[src/rtl/muldiv_unit.sv]
// Multi-cycle unsigned multiply/divide unit, one bit per clock.
// Single write-back strobe feeds the register file write port.
module muldiv_unit #(
   parameter int WIDTH  = 16,
   parameter int ADDR_W = 2
) (
   input  logic              Clock,
   input  logic              Reset,
   input  logic              Start,
   input  logic [1:0]        Op,
   input  logic [WIDTH-1:0]  OperandA,
   input  logic [WIDTH-1:0]  OperandB,
   input  logic [ADDR_W-1:0] DestIn,
   output logic              Busy,
   output logic              RegWrite,
   output logic [ADDR_W-1:0] RD,
   output logic [WIDTH-1:0]  WriteData,
   output logic              DivByZero
);

   localparam int CNT_W = $clog2(WIDTH);

   localparam logic [1:0] S_IDLE = 2'd0;
   localparam logic [1:0] S_RUN  = 2'd1;
   localparam logic [1:0] S_DONE = 2'd2;

   logic [1:0]         state_q, state_d;
   logic [1:0]         op_q, op_d;
   logic [ADDR_W-1:0]  dest_q, dest_d;
   logic [ADDR_W-1:0]  rd_q, rd_d;
   logic [WIDTH-1:0]   opnd_q, opnd_d;
   logic [2*WIDTH-1:0] acc_q, acc_d;
   logic [CNT_W-1:0]   cnt_q, cnt_d;
   logic [WIDTH-1:0]   wdata_q, wdata_d;
   logic               dz_q, dz_d;

   logic [WIDTH:0]     mul_sum;
   logic [2*WIDTH-1:0] mul_nxt;
   logic [WIDTH:0]     rem_sh;
   logic [WIDTH:0]     diff;
   logic [2*WIDTH-1:0] div_nxt;
   logic [2*WIDTH-1:0] acc_nxt;

   // acc holds {partial product, multiplier} or {remainder, quotient}
   always_comb begin
      mul_sum = {1'b0, acc_q[2*WIDTH-1:WIDTH]}
              + (acc_q[0] ? {1'b0, opnd_q} : '0);
      mul_nxt = {mul_sum, acc_q[WIDTH-1:1]};
      rem_sh  = {acc_q[2*WIDTH-1:WIDTH], acc_q[WIDTH-1]};
      diff    = rem_sh - {1'b0, opnd_q};
      if (diff[WIDTH]) begin
         div_nxt = {rem_sh[WIDTH-1:0], acc_q[WIDTH-2:0], 1'b0};
      end else begin
         div_nxt = {diff[WIDTH-1:0], acc_q[WIDTH-2:0], 1'b1};
      end
      acc_nxt = op_q[1] ? div_nxt : mul_nxt;
   end

   always_comb begin
      state_d = state_q;
      op_d    = op_q;
      dest_d  = dest_q;
      rd_d    = rd_q;
      opnd_d  = opnd_q;
      acc_d   = acc_q;
      cnt_d   = cnt_q;
      wdata_d = wdata_q;
      dz_d    = 1'b0;
      unique case (state_q)
         S_IDLE: begin
            if (Start) begin
               op_d   = Op;
               dest_d = DestIn;
               cnt_d  = '0;
               if (Op[1] && (OperandB == '0)) begin
                  state_d = S_DONE;
                  rd_d    = DestIn;
                  wdata_d = Op[0] ? OperandA : '1;
                  dz_d    = 1'b1;
                  acc_d   = '0;
                  opnd_d  = '0;
               end else begin
                  state_d = S_RUN;
                  opnd_d  = Op[1] ? OperandB : OperandA;
                  acc_d   = {{WIDTH{1'b0}},
                             (Op[1] ? OperandA : OperandB)};
               end
            end
         end
         S_RUN: begin
            acc_d = acc_nxt;
            cnt_d = cnt_q + 1'b1;
            if (cnt_q == CNT_W'(WIDTH - 1)) begin
               state_d = S_DONE;
               rd_d    = dest_q;
               wdata_d = op_q[0] ? acc_nxt[2*WIDTH-1:WIDTH]
                                 : acc_nxt[WIDTH-1:0];
            end
         end
         S_DONE: begin
            state_d = S_IDLE;
         end
         default: begin
            state_d = S_IDLE;
         end
      endcase
   end

   always_ff @(posedge Clock) begin
      if (Reset) begin
         state_q <= S_IDLE;
         op_q    <= '0;
         dest_q  <= '0;
         rd_q    <= '0;
         opnd_q  <= '0;
         acc_q   <= '0;
         cnt_q   <= '0;
         wdata_q <= '0;
         dz_q    <= 1'b0;
      end else begin
         state_q <= state_d;
         op_q    <= op_d;
         dest_q  <= dest_d;
         rd_q    <= rd_d;
         opnd_q  <= opnd_d;
         acc_q   <= acc_d;
         cnt_q   <= cnt_d;
         wdata_q <= wdata_d;
         dz_q    <= dz_d;
      end
   end

   assign Busy      = (state_q != S_IDLE);
   assign RegWrite  = (state_q == S_DONE);
   assign RD        = rd_q;
   assign WriteData = wdata_q;
   assign DivByZero = dz_q;

endmodule

[config.mk]
export PLATFORM = sky130hd
export DESIGN_NAME = muldiv_unit
export DESIGN_NICKNAME = d
export VERILOG_FILES = /design/src/rtl/muldiv_unit.sv
export SDC_FILE = /design/constraint.sdc
export NUM_CORES = 1
export LEC_CHECK = 0
export CAP_MARGIN = 10
export CORE_MARGIN = 8
export CORE_UTILIZATION = 45
export CTS_CLUSTER_SIZE = 10
export DETAILED_ROUTE_END_ITERATION = 8
export PLACE_DENSITY = 0.68
export SYNTH_ARGS = -nofsm -noshare
export SYNTH_HDL_FRONTEND = slang
export SYNTH_SLANG_ARGS = --single-unit
[constraint.sdc]
create_clock -name Clock -period 3.2 [get_ports Clock]
set_input_delay 0.64 -clock Clock [delete_from_list [all_inputs] [get_ports Clock]]
set_output_delay 0.64 -clock Clock [all_outputs]
set_load 0.05 [all_outputs]
---- Word-level counts from Yosys, hierarchy flattened ----
Cells that the tools add are included.
word-level totals
  logic and storage cells ................. 56
  output and inout port bits .............. 21
  register bits ........................... 77
cells by class
  reduce and logical (&&, ||, !) cells .... 10
  $add $sub $neg .......................... 3
  multiplexer cells ....................... 26
  bitwise operators ....................... 2
  eq/ne operators ......................... 6
operators by type and width
  cell                                                  number
  two-way mux 16 bit                                    10
  two-way mux 32 bit                                    3
  one-hot mux 32 bit (2 select lines)                   1
  one-hot mux 16 bit (2 select lines)                   1
  adder 16 x 16 -> 17 bit                               1
  subtractor 17 x 16 -> 17 bit                          1
  logical NOT 16 bit                                    1
  two-way mux 2 bit                                     6
  one-hot mux 2 bit (2 select lines)                    2
  one-hot mux 4 bit (2 select lines)                    1
  != test 2 bit (second input constant)                 3
  AND reduction 2 bit                                   3
  adder 4 x 1 -> 4 bit (second input constant)          1
  equality test 4 bit (second input constant)           1
  two-way mux 4 bit                                     1
  AND reduction 4 bit                                   1
  nonzero test 2 bit                                    2
  OR reduction 3 bit                                    1
  equality test 2 x 1 -> 1 bit (second input constant)  1
  equality test 2 bit (second input constant)           1
  logical NOT 2 bit                                     1
  NOT 1 bit                                             2
  logical AND 1 bit                                     1
  two-way mux 1 bit                                     1

---- Longest topological paths before layout ----
Gate-level depths: netlist (run 1).
  depth in word-level cells ............... 6
  gate-level depth with buffers ........... 15

---- Least setup slack after synthesis (run 1) ----
OpenSTA, ideal clock, no wires.
  path kind ............................... reg-to-reg
  start point ............................. register acc_q[15]
  end point ............................... register wdata_q[1] (netlist: WriteData[1])
  arrival ................................. 3,033 ps
  period minus slack after synthesis ...... 3,155 ps
  setup slack ............................. 45 ps
  stages on the path, launching flop included .. 15
  required time ........................... 3,078 ps
  path buffers ............................ 2
  cell sequence ........................... dfxtp_1 -> inv_1 -> ha_1 -> inv_1 -> fa_1 -> a211oi_1 -> o211ai_2 -> nand3_1 -> and3_4 -> buf_6 -> or2_1 -> buf_6 -> mux2_4 -> mux4_2 -> o311a_1
between the ends
  longest elaborated chain between the ends .. 6
ends and longest elaborated chain
  element                              RTL line  text
  from (decl)                          32        logic [2*WIDTH-1:0] acc_q, acc_d;
  from (signal assigned)               116       acc_q <= '0;
  from (signal assigned)               126       acc_q <= acc_d;
  subtractor 17 x 16 -> 17 bit         50        diff = rem_sh - {1'b0, opnd_q};
  two-way mux 32 bit                   51        if (diff[WIDTH]) begin
  two-way mux 32 bit                   56        acc_nxt = op_q[1] ? div_nxt : mul_nxt;
  two-way mux 16 bit                   96        wdata_d = op_q[0] ? acc_nxt[2*WIDTH-1:WIDTH]
  two-way mux 16 bit                   93        if (cnt_q == CNT_W'(WIDTH - 1)) begin
  one-hot mux 16 bit (2 select lines)  69        unique case (state_q)
  to (signal assigned)                 128       wdata_q <= wdata_d;
  to (decl)                            34        logic [WIDTH-1:0] wdata_q, wdata_d;
No other way between the ends. The select of a mux whose other input is x is not followed.
A chain may end at the register's enable or synchronous reset.

---- Worst setup path after layout (run 1) ----
Same ends and word-level chain as after synthesis.

==> impl_metrics.toml, run 1 <==
[synthesis]
synthArstFlopShare_pct = 0
ys_ff_latch = 77
synth_edf_count = 0
syn_nets = 808
synthCells = 734
syn_area_per_cell_um2 = 7.81
synth_flop_cell = "dfxtp_1"
ys_seq_area_share_pct = 26.9
syn_area_mm2 = 0.00573
yosysUniqueCellTypes = 67
yosysWarnings = 0

[place]
dpl-instance-area_mm2 = 0.00676
gp_congestion = 0.985
place_ws_ps = -128
dp_hpwl_um = 15100
dp.cells = 975
portBuffers = 59

[floorplanning]
core-area_mm2 = 0.0125
num_rows = 41
die_h_um = 129
die_x_um = 129
ioPinCount = 60
dieArea_mm2 = 0.0166
start_util_pct = 45.8

[pwr]
p_sw_share_pct = 31.9
p_comb_share_pct = 29.3
cellPowerDensity_mw_per_mm2 = 440
power_mw = 3.17
seqPwrFrac_pct = 33.3
pwr-share-clk_pct = 37.4
ir_drop_mv = 0.247
p_leak_nw = 2.94
p_int_mw = 2.16
power_switching_mw = 1.01

[cells_and_area]
final_layout_size_suffix_gt1_share_pct = 14.9
finalNonFillerCells = 991
n_fill_cell = 1175
final_core_utilization_pct = 57.6
num-nets-final = 888
post-route-cell-area_mm2 = 0.00721
syn2layout_area_growth_pct = 25.8
diodes = 0

[drt]
drc = 0
vias = 6041
first_iter_violations = 421
drt_wl_total_um = 19700
wl_per_cell_um = 19.9
viasPerCell = 6.10
first_pass_iters = 5
ant_nets = 0

[global_route]
antenna_found_initial = 0
grt_overflow = 0
track_usage_pct = 23.3
grt_max_degree = 49
grt_pass1_vias = 5872
grt_pass1_wl_um = 30700

[critical_path]
critPathKind = "flop to flop"
regToRegEndpoint = "WriteData[1]$_SDFFE_PP0P_"
crit_cells = 12
worstReg2RegStart = "acc_q[15]$_SDFFE_PP0P_"
start_kind = "flop"
crit_path_max_incr_delay_ps = 460
worst-path-buf-inv = 2
cp_cell_sequence = "inv_2 -> ha_2 -> inv_1 -> fa_2 -> a211oi_4 -> o211ai_2 -> nand3_2 -> a21oi_1 -> or2_1 -> mux2_4 -> mux4_2 -> o311a_1"
reg2regPathDepth = 12
crit_path_end = "WriteData[1]$_SDFFE_PP0P_"
cp_data_required_time_ps = 3420
slowest_stage = "mux4_2"
r2r_slack_ps = 90
cp_top_family = "multiplexers"
startpoint = "acc_q[15]$_SDFFE_PP0P_"
cp-end-kind = "flop"
worst-path-max-fanout = 2
arrival_ps = 3330

[timing]
tightest_slew_ps = 1090
finalCritPeriodShare_pct = 97.3
setup_viol = 0
setup_ws_ps = 86.2
fin_crit_ps = 3110
finalHoldViolCount = 0
max_freq_mhz = 321
fin_skew_ps = 5.09
relSlewSlack_pct = 27.0
drv_slew = 0
whs_ps = 460
setup_tns_ps = 0

[clock_tree]
clk_pin_slew_ps = 60
cts_root_buffer = "clkbuf_16"
clock_path_buffers = 2
clk-insertion-delay-late_ps = 330
h-tree-depth = 3
numCtsBuffers = 9
cts_tree = "yes"
cts_sinks = 77

[run]
cap_violations = 0

[hold_path]
hold_class = "flop to flop"

[status]
status = "completed"
## worst register-to-register path: stages (launching register included)
cell	delay, ps
dfxtp_2	330
inv_2	60
ha_2	170
inv_1	60
fa_2	440
a211oi_4	280
o211ai_2	120
nand3_2	90
a21oi_1	80
or2_1	300
mux2_4	320
mux4_2	460
o311a_1	290
## final cells by class
| cell class | count | area [µm²] | area share [%] |
|---|---|---|---|
| flip-flops and latches | 77 | 1550 | 21.4 |
| well taps | 172 | 215 | 2.99 |
| inverters | 31 | 116 | 1.61 |
| clock buffers | 10 | 229 | 3.18 |
| clock inverters | 6 | 111 | 1.54 |
| multi-input cells | 584 | 4000 | 55.4 |
| repair buffers | 111 | 997 | 13.8 |
## flip-flops by register name, summed over array words and instances, names as in the netlist
| name | flops |
|---|---|
| acc_q | 32 |
| WriteData | 16 |
| opnd_q | 16 |
| cnt_q | 4 |
| RD | 2 |
| dest_q | 2 |
| op_q | 2 |
| state_q | 2 |
| DivByZero | 1 |
## repair_timing
item,CTS,global route
resized for setup,2,24
setup endpoints to repair,3,8
pin swaps,0,7
hold buffers,0,0
buffers inserted,0,0
## power by group through the flow
stage	registers (mW)	logic (mW)	clock network, mW
after floorplan	1.06	0.573	0
after global placement	1.07	0.879	0
after detailed placement	1.07	0.888	0
after CTS	1.05	0.901	1.19
after global routing	1.06	1.00	1.23
final	1.06	0.931	1.19
## cell usage after synthesis, types with 14 or more instances
library cell	instances	area, µm²
nor2_1	57	214
xnor2_1	14	123
nand2_1	81	304
mux2i_1	33	330
and2_1	21	131
o21ai_0	60	300
inv_1	31	116
a21o_1	17	128
nor3_1	19	95.1
a21oi_1	54	270
nand3_1	21	105
ha_1	33	413
a31oi_1	16	100
mux2_2	26	293
clkbuf_1	37	139
dfxtp_1	77	1540
## layout by cell type, fill, tap and decap left out, drive strengths merged, types with 31 or more instances in the layout
master	instances
ha	33
inv	31
o21ai	61
nor2	57
dfxtp	77
nand2	81
clkdlybuf4s50	59
a21oi	54
mux2i	33
buf	52
## per-layer routing
metal	global-route usage, %	wire length (µm)	up-vias
li1	-	-	2854
met1	30.0	8690	2874
met2	38.2	9040	278
met3	4.43	1490	35
met4	7.88	460	0
met5	0	0	-
## how the worst min path moves through the flow
stage | startpoint | end | depth (start not counted)
2_1_floorplan | dest_q[0]$_SDFFE_PP0P_ | dest_q[0]$_SDFFE_PP0P_ | 2
3_3_place_gp | dest_q[1]$_SDFFE_PP0P_ | dest_q[1]$_SDFFE_PP0P_ | 2
3_5_place_dp | dest_q[1]$_SDFFE_PP0P_ | dest_q[1]$_SDFFE_PP0P_ | 2
4_1_cts | dest_q[1]$_SDFFE_PP0P_ | dest_q[1]$_SDFFE_PP0P_ | 2
5_1_grt | dest_q[0]$_SDFFE_PP0P_ | dest_q[0]$_SDFFE_PP0P_ | 2
6_report | dest_q[1]$_SDFFE_PP0P_ | dest_q[1]$_SDFFE_PP0P_ | 2
## logic make-up (layout without fill, tap and decap cells)
group,count (synthesis),count (layout),share of synthesized area [%]
compound gates,230,230,26.0
xor+xnor,22,22,3.36
fa+ha+maj,35,35,7.91
buf+inv,73,158,5.09
flops,77,77,26.9
mux,61,61,11.5
simple gates,236,236,19.2
Note: power is estimated with default switching activity, not from simulation.
==> inputs of run 2 (changes only) <==
- DONT_BUFFER_PORTS: not set -> 1
- PLACE_DENSITY: 0.68 -> 0.62
==> run 2 against run 1 <==
Compared with the run above: clock skew down 1.3 ps; flip-flop and latch count stayed put; register-to-register slack better by 50 ps; worst hold slack worse by 91 ps; via count down 5.8%; critical endpoint is now WriteData[13]$_SDFFE_PP0P_; largest cell class unchanged.
==> impl_metrics.toml, run 2 (same netlist as run 1, synthesis figures left out) <==
[critical_path]
r2r_slack_ps = 140
cp_top_family = "compound AO/OA/AOI/OAI gates"
worstReg2RegStart = "acc_q[0]$_SDFFE_PP0P_"
crit_cells = 11
reg2regPathDepth = 11
slowest_stage = "fa_1"
crit_path_end = "WriteData[13]$_SDFFE_PP0P_"
cp_data_required_time_ps = 3450
crit_path_max_incr_delay_ps = 430
startpoint = "acc_q[0]$_SDFFE_PP0P_"
cp_common_cell = "o311ai_1"
cp_cell_sequence = "and2_1 -> ha_1 -> fa_1 -> a211oi_1 -> nor2_1 -> o21ai_1 -> o311ai_1 -> a31oi_1 -> mux2i_1 -> o311ai_1 -> a311oi_1"
cp-end-kind = "flop"
regToRegEndpoint = "WriteData[13]$_SDFFE_PP0P_"
worst-path-max-fanout = 8
start_kind = "flop"
arrival_ps = 3310
worst-path-buf-inv = 0
critPathKind = "flop to flop"

[clock_tree]
clock_path_buffers = 2
clk-insertion-delay-late_ps = 340
holdBufCountCts = 0
cts_sinks = 77
numCtsBuffers = 9
cts_root_buffer = "clkbuf_16"
h-tree-depth = 3
clk_pin_slew_ps = 60
cts_tree = "yes"

[floorplanning]
num_rows = 41
ioPinCount = 60
die_h_um = 129
die_x_um = 129
start_util_pct = 45.8
dieArea_mm2 = 0.0166
core-area_mm2 = 0.0125

[timing]
rsz0062_at_grt = "false"
max_freq_mhz = 327
relSlewSlack_pct = 36.2
fin_skew_ps = 3.80
setup_viol = 0
drv_slew = 0
finalHoldViolCount = 0
fin_crit_ps = 3060
finalCritPeriodShare_pct = 95.7
tightest_slew_ps = 955
whs_ps = 369
setup_tns_ps = 0

[place]
dp_hpwl_um = 14400
portBuffers = 0
dpl-instance-area_mm2 = 0.00604
gp_congestion = 0.982

[drt]
vias = 5693
viasPerCell = 6.22
drc = 0
ant_nets = 0
wl_per_cell_um = 20.5
drt_wl_total_um = 18700
first_iter_violations = 484
first_pass_iters = 5

[global_route]
grt_pass1_wl_um = 30000
track_usage_pct = 23.0
grt_most_used_layer = "met2"
use_met3_pct = 5.96
grt_pass1_vias = 5435
grt_util_met2_pct = 36.9
met1_usage_pct = 29.2
antenna_found_initial = 0
grt_max_degree = 49
grt_overflow = 0

[pwr]
cellPowerDensity_mw_per_mm2 = 478
p_leak_nw = 2.64
ir_drop_mv = 0.318

[cells_and_area]
num-nets-final = 813
post-route-cell-area_mm2 = 0.00642
final_common_cell = "nand2_1"
final_cell_mix = "nand2_1, dfxtp_1, o21ai_0"
final_layout_size_suffix_gt1_share_pct = 12.4
largest_reg_flops = 32
diodes = 0
top_register = "acc_q"
syn2layout_area_growth_pct = 12.1

[status]
status = "completed"

[hold_path]
hold_class = "primary input to flop"

[run]
cap_violations = 0
## run 2: cell types whose count changed in the layout (fill, tap and decap cells not counted), sizes merged
cell           change
buf               -16
clkdlybuf4s50     -59
clkinvlp           -1
clkbuf             +1
clkinv             -1
## run 2: cell type report
| cell class | instances | area, µm² |
|---|---|---|
| Fill cell | 1232 | 6090 |
| Inverter | 31 | 116 |
| Timing Repair Buffer | 36 | 270 |
| Multi-Input combinational cell | 584 | 3930 |
| Clock buffer | 11 | 253 |
| Tap cell | 172 | 215 |
| Sequential cell | 77 | 1540 |
| Clock inverter | 4 | 95.1 |
## run 2: routing by layer
metal	vias up	part of all wire, %
met3	40	9.6
met1	2680	42
met5	-	0
met2	270	45
met4	0	2.9
li1	2703	-
## run 2: worst min path at each step
stage | from | end | slack (ps) | cells after the start
final | Reset | cnt_q[2]$_SDFFE_PP0P_ | 370 | 1
after floorplan | dest_q[0]$_SDFFE_PP0P_ | dest_q[0]$_SDFFE_PP0P_ | 440 | 2
after global placement | dest_q[0]$_SDFFE_PP0P_ | dest_q[0]$_SDFFE_PP0P_ | 440 | 2
after CTS | Reset | op_q[1]$_SDFFE_PP0P_ | 350 | 1
after global routing | Reset | WriteData[8]$_SDFFE_PP0P_ | 360 | 1
after detailed placement | dest_q[0]$_SDFFE_PP0P_ | dest_q[0]$_SDFFE_PP0P_ | 440 | 2
## run 2: where the power goes
part           leakage [nW]  switching, mW  internal (mW)
sequential            0.627         0.0468           1.01
clock                 0.172          0.407          0.799
combinational          1.84          0.476          0.334
## run 2: through the flow
| step | cells | total power, mW | worst slack [ps] | util, % |
|---|---|---|---|---|
| after floorplan | 734 | 1.63 | 45.2 | - |
| after global placement | 900 | 1.85 | 77.6 | 48.3 |
| after detailed placement | 900 | 1.86 | 38.4 | 48.3 |
| after CTS | 915 | 3.06 | 21.7 | 51.0 |
| after global routing | 915 | 3.20 | 20.5 | 51.3 |
| final | 915 | 3.07 | 139 | 51.3 |
## run 2: repair_timing
| action | in CTS | in global routing |
|---|---|---|
| setup buffers | 0 | 0 |
| resized for setup | 0 | 10 |
| endpoints found under the setup margin | 0 | 11 |
==> inputs of run 3 (changes only) <==
- MAX_ROUTING_LAYER: not set -> met4
- PLACE_DENSITY: 0.62 -> 0.6
- clock period: 3.2 -> 3.4 ns (I/O delays scaled with it)
==> run 3 against run 2 <==
Compared with the run above: core utilization shrank 1.0 points; worst hold slack better by 40 ps; critical path depth grew 1; die area is the same; critical endpoint is now WriteData[1]$_SDFFE_PP0P_; highest routed layer unchanged.
==> impl_metrics.toml, run 3 (same netlist as run 1, synthesis figures left out) <==
[timing]
setup_viol = 0
setup_tns_ps = 0
fin_skew_ps = 8.49
max_freq_mhz = 317
setup_ws_ps = 242
rsz0062_at_grt = "false"
finalCritPeriodShare_pct = 92.9
fin_crit_ps = 3160
finalHoldViolCount = 0
tightest_slew_ps = 964
drv_slew = 0
relSlewSlack_pct = 35.6

[clock_tree]
clk_pin_slew_ps = 60
clock_path_buffers = 2
cts_sinks = 77
cts_root_buffer = "clkbuf_16"
numCtsBuffers = 9
h-tree-depth = 3
cts_tree = "yes"
clk-insertion-delay-late_ps = 340

[critical_path]
worst-path-max-fanout = 4
cp-end-kind = "flop"
arrival_ps = 3380
critPathKind = "flop to flop"
cp_data_required_time_ps = 3620
start_kind = "flop"

[cells_and_area]
final-seq-area_mm2 = 0.00154
multi_input_comb_area_mm2 = 0.00392
largest_reg_flops = 32
num-nets-final = 804
finalNonFillerCells = 906
final_cell_mix = "nand2_1, dfxtp_1, o21ai_0"
final_layout_size_suffix_gt1_share_pct = 11.0
syn2layout_area_growth_pct = 9.89
diodes = 0
n_fill_cell = 1275
post-route-cell-area_mm2 = 0.00630
top_register = "acc_q"
final_common_cell = "nand2_1"
final_core_utilization_pct = 50.3

[drt]
vias = 5494
viasPerCell = 6.06
first_iter_violations = 433
drt_wl_total_um = 19200
drc = 0
ant_nets = 0
wl_per_cell_um = 21.2
first_pass_iters = 5

[global_route]
use_met3_pct = 5.01
grt_max_degree = 44
antenna_found_initial = 0
grt_pass1_wl_um = 30200
grt_pass1_vias = 5343
track_usage_pct = 23.9
grt_util_met2_pct = 37.0
met1_usage_pct = 30.3
grt_overflow = 0
grt_most_used_layer = "met2"

[place]
gp_congestion = 0.936
dpl-instance-area_mm2 = 0.00597
dp.cells = 890
place_ws_ps = 132
portBuffers = 0
dp_hpwl_um = 14700

[floorplanning]
die_h_um = 129
dieArea_mm2 = 0.0166
die_x_um = 129
ioPinCount = 60
core-area_mm2 = 0.0125
start_util_pct = 45.8
num_rows = 41

[hold_path]
hold_class = "primary input to flop"

[run]
cap_violations = 0

[pwr]
cellPowerDensity_mw_per_mm2 = 432
p_leak_nw = 2.57
ir_drop_mv = 0.264

[status]
status = "completed"
## run 3: layout make-up
type	count	area share, %
Multi-Input combinational cell	584	62.2
Sequential cell	77	24.5
Clock buffer	11	4.01
Tap cell	172	3.42
Timing Repair Buffer	27	3.22
Inverter	31	1.85
Clock inverter	4	0.755
## run 3: what timing repair did
action	in CTS	in global routing
hold buffers	0	0
gates resized for setup	0	7
setup buffers	0	1
endpoints found under the setup margin	0	6
## run 3: worst paths after layout
path	from	to	slack [ps]	cells past startpoint
hold / removal	Reset	acc_q[2]$_SDFFE_PP0P_	410	1
setup / recovery	acc_q[15]$_SDFFE_PP0P_	WriteData[1]$_SDFFE_PP0P_	240	12
setup reg to reg	acc_q[15]$_SDFFE_PP0P_	WriteData[1]$_SDFFE_PP0P_	240	12
hold reg to reg	dest_q[1]$_SDFFE_PP0P_	dest_q[1]$_SDFFE_PP0P_	450	2
## run 3: power by group
part | switching [mW] | leakage [nW] | internal (mW)
logic | 0.439 | 1.79 | 0.297
clock network | 0.380 | 0.147 | 0.602
registers | 0.0518 | 0.627 | 0.948
## run 3: metal layers
layer | vias to the layer above | routed length, µm
li1 | 2674 | -
met1 | 2591 | 8580
met2 | 191 | 8760
met3 | 38 | 1350
met4 | 0 | 493
met5 | - | 0
## run 3: critical path: stages (launching register included)
cell and delay [ps]:
dfxtp_1 310, inv_1 90, ha_1 170, inv_1 60, fa_1 460, a211oi_2 260, o211ai_2 150, nand3_1 120
a21oi_1 80, or2_1 270, mux2_4 320, mux4_2 450, o311a_1 290
## run 3: stage by stage
stage	total power, mW	hold WS [ps]
floorplan	1.53	437
global placement	1.74	436
detailed placement	1.74	443
CTS	2.71	409
global route	2.83	403
finish	2.72	409
==> patch, RTL diff (config.mk and constraints of run 3) <==
`ADDR_W`: 2 -> 3.
--- a/src/rtl/muldiv_unit.sv
+++ b/src/rtl/muldiv_unit.sv
@@ -2,7 +2,7 @@
 // Single write-back strobe feeds the register file write port.
 module muldiv_unit #(
    parameter int WIDTH  = 16,
-   parameter int ADDR_W = 2
+   parameter int ADDR_W = 3
 ) (
    input  logic              Clock,
    input  logic              Reset,
Interface: changed (resized DestIn and RD); port bits go from 60 to 62. The function was not compared with the original's and may differ.
==> patch against run 3 <==
Sequential cell count up 2. Final area rose by 0.76%. Global-route usage is 0.13 points lower. Clock power rose by 6%. First-iteration DRC count is 30% higher. Setup slack got worse by 0.046 ns. Utilization about the same. Wire length increased by 0.76%. Area after synthesis increased by 1.6%. Fmax fell by 1.4%. Total power is 3.2% higher. Largest power group is now clock. Highest routed layer unchanged.
==> patch: results (changes against run 3) <==
[status]
status=complete, no violations  ; unchanged

[grt]
grt_max_degree=48  ; was 44
grt_antenna_before_repair=0  ; unchanged
grtUsageTotal=0.238  ; was 0.239
grt_pass1_wl_um=30000  ; was 30200 um
grt_pass1_vias=5354  ; was 5343

[synthesis]
synthTopCellsByCount=84 x nand2_1, 79 x dfxtp_1, 72 x o21ai_0, 56 x nor2_1, 47 x a21oi_1  ; was 81 x nand2_1, 77 x dfxtp_1, 60 x o21ai_0, 57 x nor2_1, 54 x a21oi_1
synth-compound-area-share=0.248  ; was 0.260
ys_types=64  ; was 67
synth_area_leaders=dfxtp_1 27%, ha_1 7.1%, mux2i_1 6.4%  ; was dfxtp_1 27%, ha_1 7.2%, mux2i_1 5.8%
ys.warnings.count=0  ; unchanged
yosys.area_share.adder=0.0778  ; was 0.0791
synthCells=740  ; was 734
ys_seq_area_frac=0.272  ; was 0.269
synth_xor_area_frac=0.0423  ; was 0.0336
async_reset_ff_frac=0  ; unchanged
syn_nets=815  ; was 808
synthMuxAreaShare=0.118  ; was 0.115
ys.flop_type=dfxtp_1  ; unchanged

[cts]
clockBufferDepth=2  ; unchanged
cts_root_buf=clkbuf_16  ; unchanged
path_clk_slew_ns=0.06  ; about the same
clk_latency_ns=0.35
cts_buffers=9  ; unchanged
cts-htree-levels=3  ; unchanged

[detailed_routing]
drc_errors=0  ; unchanged
first_pass_iters=5  ; unchanged
wire_per_inst_um=21.4  ; was 21.2 um
drtIter0Drc=564  ; was 433
totalWireLength_um=19300  ; was 19200 um
via_count=5663  ; was 5494

[timing]
slew_headroom=0.340  ; was 0.356
finalClockSkew_ns=0.00846  ; was 0.00849 ns

[placed_design]
pre_cts_ws_ns=0.185  ; was 0.132 ns
gp_congestion=0.919  ; was 0.936
place_area_um2=6030  ; was 5970 um2
dp_cells=888  ; was 890
post-dp-hpwl_um=14600  ; was 14700 um
io_buffers=0  ; unchanged

[cells_and_area]
fin_nets=802  ; was 804
n_fill_cell=1278  ; was 1275
largest_reg_flops=32  ; unchanged
antenna_cells=0  ; unchanged
drive_above_1_share=0.0997  ; was 0.110
top_register=acc_q  ; unchanged

[worst_setup_path]
critPathMaxStageDelay_ns=0.50  ; was 0.46 ns
crit_path_top_delay_cell=dfxtp_1  ; was fa_1
cp_max_fo=12  ; was 4
crit_arrival_ns=3.46  ; was 3.38 ns
crit_family=compound AO/OA/AOI/OAI gates  ; unchanged

[hold_path]
holdCritPathClass=primary input to register  ; unchanged

[power_and_ir_drop]
p_leak_uw=0.00252  ; was 0.00257 uW
sw_frac_of_total=0.318  ; was 0.321
ir_drop_mv=0.305  ; was 0.264 mV

-- patch: cell count changes after synthesis, sizes merged, moves of 5 or more --
cell / before / now
o211ai: 11 / 6
xor2: 8 / 13
o21ai: 61 / 74
a21oi: 54 / 47
nor4: 2 / 8
a21o: 17 / 6
-- patch: power by group through the flow --
| stage | logic [uW] | clock network, uW | registers (uW) |
|---|---|---|---|
| 6_report | 743 | 1040 | 1020 |
| 5_1_grt | 804 | 1080 | 1030 |
| 4_1_cts | 727 | 1040 | 1020 |
| 3_5_place_dp | 721 | 0 | 1040 |
| 3_3_place_gp | 719 | 0 | 1040 |
| 2_1_floorplan | 556 | 0 | 1020 |
-- patch: final timing paths --
kind,start,endpoint,slack (ns),depth (start not counted)
worst max register to register,acc_q[0],WriteData[13],0.20,11
worst min-delay path,Reset,op_q[1],0.40,1
worst max-delay path,acc_q[0],WriteData[13],0.20,11
worst min register to register,dest_q[1],dest_q[1],0.46,2
-- patch: final cells by class --
type | instances | area, um2 | area share
inverter | 29 | 109 | 0.0172
sequential | 79 | 1580 | 0.250
tap | 172 | 215 | 0.0339
multi-input combinational | 588 | 3970 | 0.626
clock inverter | 6 | 85.1 | 0.0134
clock buffer | 10 | 229 | 0.0361
timing repair buffer | 20 | 154 | 0.0243
-- patch: per-layer routing --
metal,share of wire,routed length (um),up-vias,global-route usage
li1,-,-,2684,-
met1,0.43,8390,2697,0.304
met2,0.44,8500,243,0.353
met3,0.094,1830,39,0.0583
met4,0.031,607,0,0.0970
met5,0,0,-,-
-- patch: timing repair --
| item | CTS | global route |
|---|---|---|
| setup endpoints to repair | 0 | 2 |
| resized for setup | 0 | 1 |
| hold endpoints to repair | 0 | 0 |
| setup buffers | 0 | 0 |
